## src/rtl/vid_pkg.sv

```systemverilog
// Shared types and helpers for the video frame source.
// Control word layout and pattern codes live here.
package vid_pkg;

  localparam int CTRL_W = 36;

  localparam logic [1:0] PAT_RAMP  = 2'd0;
  localparam logic [1:0] PAT_HGRAD = 2'd1;
  localparam logic [1:0] PAT_VGRAD = 2'd2;
  localparam logic [1:0] PAT_CHECK = 2'd3;

  typedef enum logic [1:0] {
    IDLE,
    CTRL,
    PIX,
    DONE
  } state_e;

  function automatic logic [CTRL_W-1:0] pack_ctrl(
    input logic [15:0] w,
    input logic [15:0] h
  );
    return {w, h, 4'h0};
  endfunction

endpackage

```

## src/rtl/vid_pattern_gen.sv

```systemverilog
// Combinational pixel generator.
// Selects ramp, gradient or 8x8 checker from pixel coordinates.
module vid_pattern_gen
  import vid_pkg::*;
#(
  parameter int DW = 8
) (
  input  logic [1:0]    pattern_sel,
  input  logic [DW-1:0] x,
  input  logic [DW-1:0] y,
  input  logic [DW-1:0] seq,
  output logic [DW-1:0] pix
);

  always_comb begin
    pix = '0;
    unique case (pattern_sel)
      PAT_RAMP:  pix = seq;
      PAT_HGRAD: pix = x;
      PAT_VGRAD: pix = y;
      PAT_CHECK: pix = (x[3] ^ y[3]) ? '1 : '0;
      default:   pix = '0;
    endcase
  end

endmodule

```

## src/rtl/vid_frame_gen.sv

```systemverilog
// Video frame source: control word then W*H pixels per frame,
// on a valid/ready stream with ready-latency 1.
module vid_frame_gen
  import vid_pkg::*;
#(
  parameter int DW        = 8,
  parameter int WMAX_LOG2 = 16
) (
  input  logic                 clk,
  input  logic                 rst_n,
  input  logic                 enable,
  input  logic [WMAX_LOG2-1:0] cfg_w,
  input  logic [WMAX_LOG2-1:0] cfg_h,
  input  logic [1:0]           pattern_sel,
  output logic [CTRL_W-1:0]    control_out_data,
  output logic                 control_out_valid,
  output logic [DW-1:0]        source_data,
  output logic                 source_valid,
  input  logic                 source_ready,
  output logic                 busy,
  output logic                 frame_done
);

  state_e state_q, state_d;

  logic [WMAX_LOG2-1:0] w_q, w_d;
  logic [WMAX_LOG2-1:0] h_q, h_d;
  logic [WMAX_LOG2-1:0] x_q, x_d;
  logic [WMAX_LOG2-1:0] y_q, y_d;
  logic [1:0]           pat_q, pat_d;
  logic [DW-1:0]        seq_q, seq_d;
  logic                 last_q, last_d;

  logic [CTRL_W-1:0] ctrl_data_q, ctrl_data_d;
  logic              ctrl_valid_q, ctrl_valid_d;
  logic [DW-1:0]     src_data_q, src_data_d;
  logic              src_valid_q, src_valid_d;
  logic              busy_q, busy_d;
  logic              done_q, done_d;

  logic          grant;
  logic          start;
  logic          x_last;
  logic          y_last;
  logic [DW-1:0] pix;

  vid_pattern_gen #(
    .DW(DW)
  ) u_pat (
    .pattern_sel(pat_q),
    .x          (x_q[DW-1:0]),
    .y          (y_q[DW-1:0]),
    .seq        (seq_q),
    .pix        (pix)
  );

  assign grant  = (state_q == PIX) & source_ready & ~last_q;
  assign x_last = (x_q == w_q - 1'b1);
  assign y_last = (y_q == h_q - 1'b1);
  assign start  = enable & ((state_q == IDLE) | (state_q == DONE));

  always_comb begin
    state_d      = state_q;
    w_d          = w_q;
    h_d          = h_q;
    x_d          = x_q;
    y_d          = y_q;
    pat_d        = pat_q;
    seq_d        = seq_q;
    last_d       = last_q;
    ctrl_data_d  = ctrl_data_q;
    ctrl_valid_d = 1'b0;
    src_data_d   = src_data_q;
    src_valid_d  = 1'b0;
    done_d       = 1'b0;

    unique case (state_q)
      IDLE: ;
      CTRL: begin
        if (w_q == '0 || h_q == '0) begin
          state_d = DONE;
          done_d  = 1'b1;
        end else begin
          state_d = PIX;
        end
      end
      PIX: begin
        if (grant) begin
          src_valid_d = 1'b1;
          src_data_d  = pix;
          seq_d       = seq_q + 1'b1;
          if (x_last) begin
            x_d = '0;
            if (y_last) begin
              last_d  = 1'b1;
              state_d = DONE;
              done_d  = 1'b1;
            end else begin
              y_d = y_q + 1'b1;
            end
          end else begin
            x_d = x_q + 1'b1;
          end
        end
      end
      DONE:    state_d = IDLE;
      default: state_d = IDLE;
    endcase

    // Entering CTRL registers the strobe so it is high during CTRL itself.
    if (start) begin
      state_d      = CTRL;
      w_d          = cfg_w;
      h_d          = cfg_h;
      pat_d        = pattern_sel;
      x_d          = '0;
      y_d          = '0;
      last_d       = 1'b0;
      ctrl_data_d  = pack_ctrl(cfg_w, cfg_h);
      ctrl_valid_d = 1'b1;
    end

    busy_d = (state_d != IDLE);
  end

  always_ff @(posedge clk or negedge rst_n) begin
    if (!rst_n) begin
      state_q      <= IDLE;
      w_q          <= '0;
      h_q          <= '0;
      x_q          <= '0;
      y_q          <= '0;
      pat_q        <= '0;
      seq_q        <= '0;
      last_q       <= 1'b0;
      ctrl_data_q  <= '0;
      ctrl_valid_q <= 1'b0;
      src_data_q   <= '0;
      src_valid_q  <= 1'b0;
      busy_q       <= 1'b0;
      done_q       <= 1'b0;
    end else begin
      state_q      <= state_d;
      w_q          <= w_d;
      h_q          <= h_d;
      x_q          <= x_d;
      y_q          <= y_d;
      pat_q        <= pat_d;
      seq_q        <= seq_d;
      last_q       <= last_d;
      ctrl_data_q  <= ctrl_data_d;
      ctrl_valid_q <= ctrl_valid_d;
      src_data_q   <= src_data_d;
      src_valid_q  <= src_valid_d;
      busy_q       <= busy_d;
      done_q       <= done_d;
    end
  end

  assign control_out_data  = ctrl_data_q;
  assign control_out_valid = ctrl_valid_q;
  assign source_data       = src_data_q;
  assign source_valid      = src_valid_q;
  assign busy              = busy_q;
  assign frame_done        = done_q;

endmodule
```

## config.mk

```make
export PLATFORM = sky130hd
export DESIGN_NAME = vid_frame_gen
export DESIGN_NICKNAME = d
export VERILOG_FILES = /design/src/rtl/vid_pkg.sv /design/src/rtl/vid_pattern_gen.sv /design/src/rtl/vid_frame_gen.sv
export SDC_FILE = /design/constraint.sdc
export NUM_CORES = 1
export LEC_CHECK = 0
export ABC_AREA = 1
export BUFFER_PORTS_ARGS = -buffer_cell sky130_fd_sc_hd__buf_2
export CAP_MARGIN = 20
export CELL_PAD_IN_SITES_DETAIL_PLACEMENT = 1
export CELL_PAD_IN_SITES_GLOBAL_PLACEMENT = 1
export CORE_ASPECT_RATIO = 0.9
export CORE_MARGIN = 2
export CORE_UTILIZATION = 42
export CTS_CLUSTER_SIZE = 10
export DETAILED_ROUTE_END_ITERATION = 8
export PLACE_DENSITY = 0.77
export SETUP_SLACK_MARGIN = 0.1
export SYNTH_ARGS = -nofsm -noshare
export SYNTH_HDL_FRONTEND = slang
export SYNTH_SLANG_ARGS = --single-unit
```

## constraint.sdc

```tcl
create_clock -name clk -period 2.95 [get_ports clk]
set_clock_uncertainty 0.2 [all_clocks]
set_input_delay 0.295 -clock clk [delete_from_list [all_inputs] [get_ports clk]]
set_output_delay 0.295 -clock clk [all_outputs]
set_load 0.1 [all_outputs]
```

Yosys cells after proc, flatten, opt, wreduce, memory -nomap -nowiden

Cells that the tools add are included.

Reduce and logical (&&, ||, !) cells: 14
Bitwise gates (word level): 6
Add/subtract/negate cells: 5
Multiplexer cells: 30
Eq/ne operators: 9

Operator list:

| kind                                                | count |
|---|---|
| two-way mux 16 bit                                  | 9 |
| adder 16 x 1 -> 16 bit, second input constant       | 2 |
| equality test 16 bit                                | 2 |
| logical NOT 16 bit                                  | 2 |
| case mux 8 bit (4 select lines)                     | 1 |
| subtractor 16 x 1 -> 16 bit, second input constant  | 2 |
| two-way mux 1 bit                                   | 13 |
| nonzero test 2 bit                                  | 5 |
| adder 8 x 1 -> 8 bit, second input constant         | 1 |
| equality test 2 bit, second input constant          | 4 |
| two-way mux 2 bit                                   | 4 |
| two-way mux 8 bit                                   | 1 |
| AND reduction 4 bit                                 | 2 |
| case mux 2 bit (3 select lines)                     | 1 |
| equality test 2 x 1 -> 1 bit, second input constant | 2 |
| logical NOT 2 bit                                   | 2 |
| AND reduction 2 bit                                 | 2 |
| bitwise AND 1 bit                                   | 3 |
| inequality test 2 bit, second input constant        | 1 |
| case mux 1 bit (2 select lines)                     | 1 |
| logical OR 1 bit                                    | 1 |
| NOT 1 bit                                           | 1 |
| OR 1 bit                                            | 1 |
| bitwise XOR 1 bit                                   | 1 |

Register bits after elaboration: 121
Input bits: 38

Longest topological paths before layout

Depth after elaboration: 8
Gate-level depth with buffers: 16
Mapped depth without buffers: 16

Hierarchy

A second synthesis with hierarchy kept.

Cell total of the unflattened synthesis: 844
Area, all modules: 5941.9 um2

Modules (own cells, without submodules):

| module          | seq. area each (um2) | cells each | times used | area each (um2) |
|---|---|---|---|---|
| vid_frame_gen   | 2227.1               | 785        | 1          | 5655.4 |
| vid_pattern_gen | 0.0                  | 59         | 1          | 286.5 |

Least setup slack after synthesis

OpenSTA, ideal clock, no wires.

Kind: register to register
Start: register h_q[0]
End: register y_q[10]
Period minus slack after synthesis: 3005 ps
Slack: -55 ps
Path buffers: 1
Arrival: 2687 ps
Data required time: 2633 ps
Cell stages (with the launch flop): 15
Library setup time: 117 ps
Cells stage by stage: dfrtp_1 -> inv_1 -> ha_1 -> nand2_1 -> nor2_4 -> nand2_1 -> xor2_1 -> nand2_1 -> inv_1 -> nand3_1 -> nor2_1 -> nand3_2 -> buf_2 -> nand4_1 -> nand2_1

Word-level cells in the longest chain between the ends: 4

RTL lines:

| item                            | line                 | source |
|---|---|---|
| start: declaration              | vid_frame_gen.sv:27  | `logic [WMAX_LOG2-1:0] h_q, h_d;` |
| start signal: assignment        | vid_frame_gen.sv:130 | `h_q <= '0;` |
| start signal: assignment        | vid_frame_gen.sv:145 | `h_q <= h_d;` |
| subtractor 16 x 1 -> 16 bit     | vid_frame_gen.sv:59  | `assign y_last = (y_q == h_q - 1'b1);` |
| equality test 16 bit            | vid_frame_gen.sv:59  |  |
| inequality test 2 bit (no line) | --                   |  |
| AND reduction 4 bit (no line)   | --                   |  |
| end signal: assignment          | vid_frame_gen.sv:147 | `y_q <= y_d;` |
| end: declaration                | vid_frame_gen.sv:29  | `logic [WMAX_LOG2-1:0] y_q, y_d;` |

No other way between the ends.
A chain may end at the register's enable or synchronous reset.

Worst setup path in the final report

Start: register h_q[0]
End: register y_q[3]

The elaborated chain is that of the path after synthesis.

==> impl_metrics.yaml <==
detailed_routing:
  ant_nets: 0
  drc: 0
  routed_wl_um: 18000
  vias: 5749
  via_per_inst: 5.255
  drtIter0Drc: 253
  dr.pass1.iters: 5
  wl_per_cell_um: 16.45
sta:
  slew_viol_final: 0
  finalHoldViolCount: 0
  setup_viol: 0
  fin_crit_ns: 2.692
  worst_slack_ns: 0.2577
  rsz0062_at_grt: "no"
  hold_slack_ns: 0.1378
  fin_crit_sh: 0.9127
  worst_pin_slew_ns: 0.7574
  fin_setup_tns_ns: 0
  fmax_mhz: 371.4
  maxSlewHeadroom: 0.4950
floorplanning:
  core_um2: 13260
  fp.dieH_um: 114.4
  die_x_um: 126.6
  die_area_um2: 14480
  fp-row-count: 40
  start_util: 0.4287
  io_pins: 86
synth:
  async_flop_share: 1.000
  netlist_area_um2: 5685
  avgSynthCellArea_um2: 7.116
  synth.yosys.seq_area_share: 0.3917
  yosysTopAreaCell: "dfrtp_1"
  synth-edff-count: 0
  synth_cells: 799
  synthTopCellsByArea: "dfrtp_1, nand2_1, xor2_1"
  ys_warn_count: 0
  synthTopCellsByCount: "nand2_1, dfrtp_1, inv_1, nor2_1, nand3_1"
  ys_ff_latch: 89
  ys_types: 42
  yosysMostFrequentCell: "nand2_1"
  netlist.area_leader.share: 0.3917
  yosys_most_used_dff: "dfrtp_1"
grt:
  antenna_found_initial: 0
  grt_max_degree: 79
  grt_pass1_wl_um: 29710
  grt_pass1_vias: 5945
  grtUsageTotal: 0.2567
  overflow: 0
clock_network:
  clk_latency_ns: 0.36
  cts.sinks: 89
  root_buffer: "clkbuf_16"
  cts_buffers: 9
  cts_buffer_depth: 2
  clkSlewWorstSetupHoldPaths_ns: 0.07
  cts_tree: "built"
  htreeDepth: 3
power:
  ir_drop_mv: 0.3413
  p_int_w: 0.001943
  power_per_cell_area_nw_per_um2: 364.2
  power.leakage_nw: 3.437
  switching_share: 0.2421
  clkPwrFrac: 0.481
  comb_power_share: 0.044
  seq_power_share: 0.476
  switching_power_w: 0.0006207
layout:
  multi_input_area_um2: 3053
  seq_area_um2: 2231
  num-nets-final: 967
  n_antenna_cell: 0
  fill_cells: 1734
  layout-drive-gt1-share: 0.1544
  synthToLayoutAreaGrowth_pct: 23.81
placed_design:
  portBuffers: 81
  gp_congestion: 0.8475
  place_hpwl_um: 12550
  dp_slack_ns: -0.01992
flow_run:
  max-cap-violations: 0
worst_hold_path:
  hp-class: "in -> reg"
worst_setup_path:
  cp.buffers_inverters: 3
  end_kind: "register"
  cpLargestDelayFamily: "simple AND/OR/NAND/NOR gates"
  worst-endpoint-arrival_ns: 2.74
  cp-start-kind: "register"
  cp_cell_sequence: "inv_2 > ha_1 > nand2_2 > nor2_4 > nand2_1 > xor2_1 > nand2_1 > inv_1 > nand3_1 > nor2_1 > nand3_4 > buf_4 > nand4_1 > nand2_1"
  crit_top_cell: "nand2_1"
  max_stage_delay_ns: 0.42
  worstPathMaxFanout: 8
  slowest_stage: "dfrtp_2"
  critPathRequiredTime_ns: 2.99
  critPathKind: "reg -> reg"
outcome:
  status: "completed"
state kept, by name, summed over array words and instances (netlist names), 2 cells and up:
register and cells:
w_q 16, x_q 16, y_q 16, h_q 15
seq_q 8, source_data 8, pat_q 2, state_q 2
power groups by stage:
stage                     Clock, W  Sequential (W)  Combinational [W]
after detailed placement         0         0.00124          0.0000757
final                      0.00123         0.00122           0.000112
after floorplan                  0         0.00124          0.0000261
after CTS                  0.00126         0.00122           0.000111
after global routing       0.00130         0.00122           0.000122
after global placement           0         0.00124          0.0000739
cell usage in the layout (no fill, tap or decap), types with 4 or more instances in the layout:
| cell | count |
|---|---|
| nor2_1 | 81 |
| nand4_1 | 25 |
| or2_2 | 5 |
| a221oi_1 | 4 |
| buf_2 | 80 |
| ha_1 | 8 |
| dfrtp_1 | 86 |
| nand2_1 | 252 |
| o21ai_0 | 45 |
| dlygate4sd3_1 | 35 |
| conb_1 | 4 |
| xor2_1 | 36 |
| nand3_1 | 52 |
| nor2_2 | 9 |
| nand3b_1 | 6 |
| buf_4 | 11 |
| inv_1 | 82 |
| nor3_1 | 12 |
| inv_2 | 5 |
| clkbuf_16 | 9 |
| o22ai_1 | 5 |
| xnor2_1 | 15 |
| a21oi_1 | 14 |
routing by layer:
layer | up-vias | global-route usage | part of all wire
li1 | 2793 | - | -
met1 | 2797 | 0.3494 | 0.47
met2 | 133 | 0.4264 | 0.47
met3 | 26 | 0.04766 | 0.039
met4 | 0 | 0.06081 | 0.015
met5 | - | 0 | 0
area by class of cell:
cell class / count / share of cell area
multi-input cells: 603 / 0.4337
clock buffers: 9 / 0.03199
well taps: 168 / 0.02986
inverters: 88 / 0.04693
clock inverters: 7 / 0.01209
flip-flops and latches: 89 / 0.3169
repair buffers: 130 / 0.1285
tightest hold or removal path: stages:
cell	delay, ns
buf_2	0.08
nand3_1	0.10
clkinv_1	0.17
cell families (layout without fill, tap and decap cells):
logic type                 Yosys count  after routing  synth area share
adders and majority gates            8              8           0.01761
and+or+nand+nor                    458            459            0.3499
other                                1              4         0.0006596
AOI/OAI and AO/OA                   81             81           0.08253
buffers and inverters              111            234           0.07901
DFF                                 89             89            0.3917
xor gates and xnor gates            51             51           0.07857
metrics by stage:
stage                 util  area [µm²]  power [W]  cells
finish              0.5308        7039   0.002564   1094
global route        0.5308        7039   0.002645   1094
CTS                 0.5241        6950   0.002591   1088
detailed placement  0.4729        6272   0.001319   1036
global placement    0.4729        6272   0.001317   1036
floorplan                -        5700   0.001270    802
path summary, 6_finish.rpt:
kind	start	endpoint	slack [ns]	depth (start not counted)
max in group asynchronous	rst_n	y_q[8]$_DFFE_PN0P_	1.53	3
setup / recovery	h_q[0]$_DFFE_PN0P_	y_q[3]$_DFFE_PN0P_	0.26	14
hold / removal	source_ready	source_valid$_DFF_PN0_	0.14	3
setup reg to reg	h_q[0]$_DFFE_PN0P_	y_q[3]$_DFFE_PN0P_	0.26	14
min in group asynchronous	rst_n	source_valid$_DFF_PN0_	0.34	2
hold reg to reg	source_data[1]$_DFFE_PN0P_	source_data[1]$_DFFE_PN0P_	0.28	2
timing repair:
item,CTS,global route
hold endpoints to repair,84,0
endpoints found under the setup margin,16,23
hold buffers,35,0
pin swaps,1,3
cloned,1,0
setup buffers,0,6
resized for setup,1,6
Note: power is estimated with default switching activity, not from simulation.
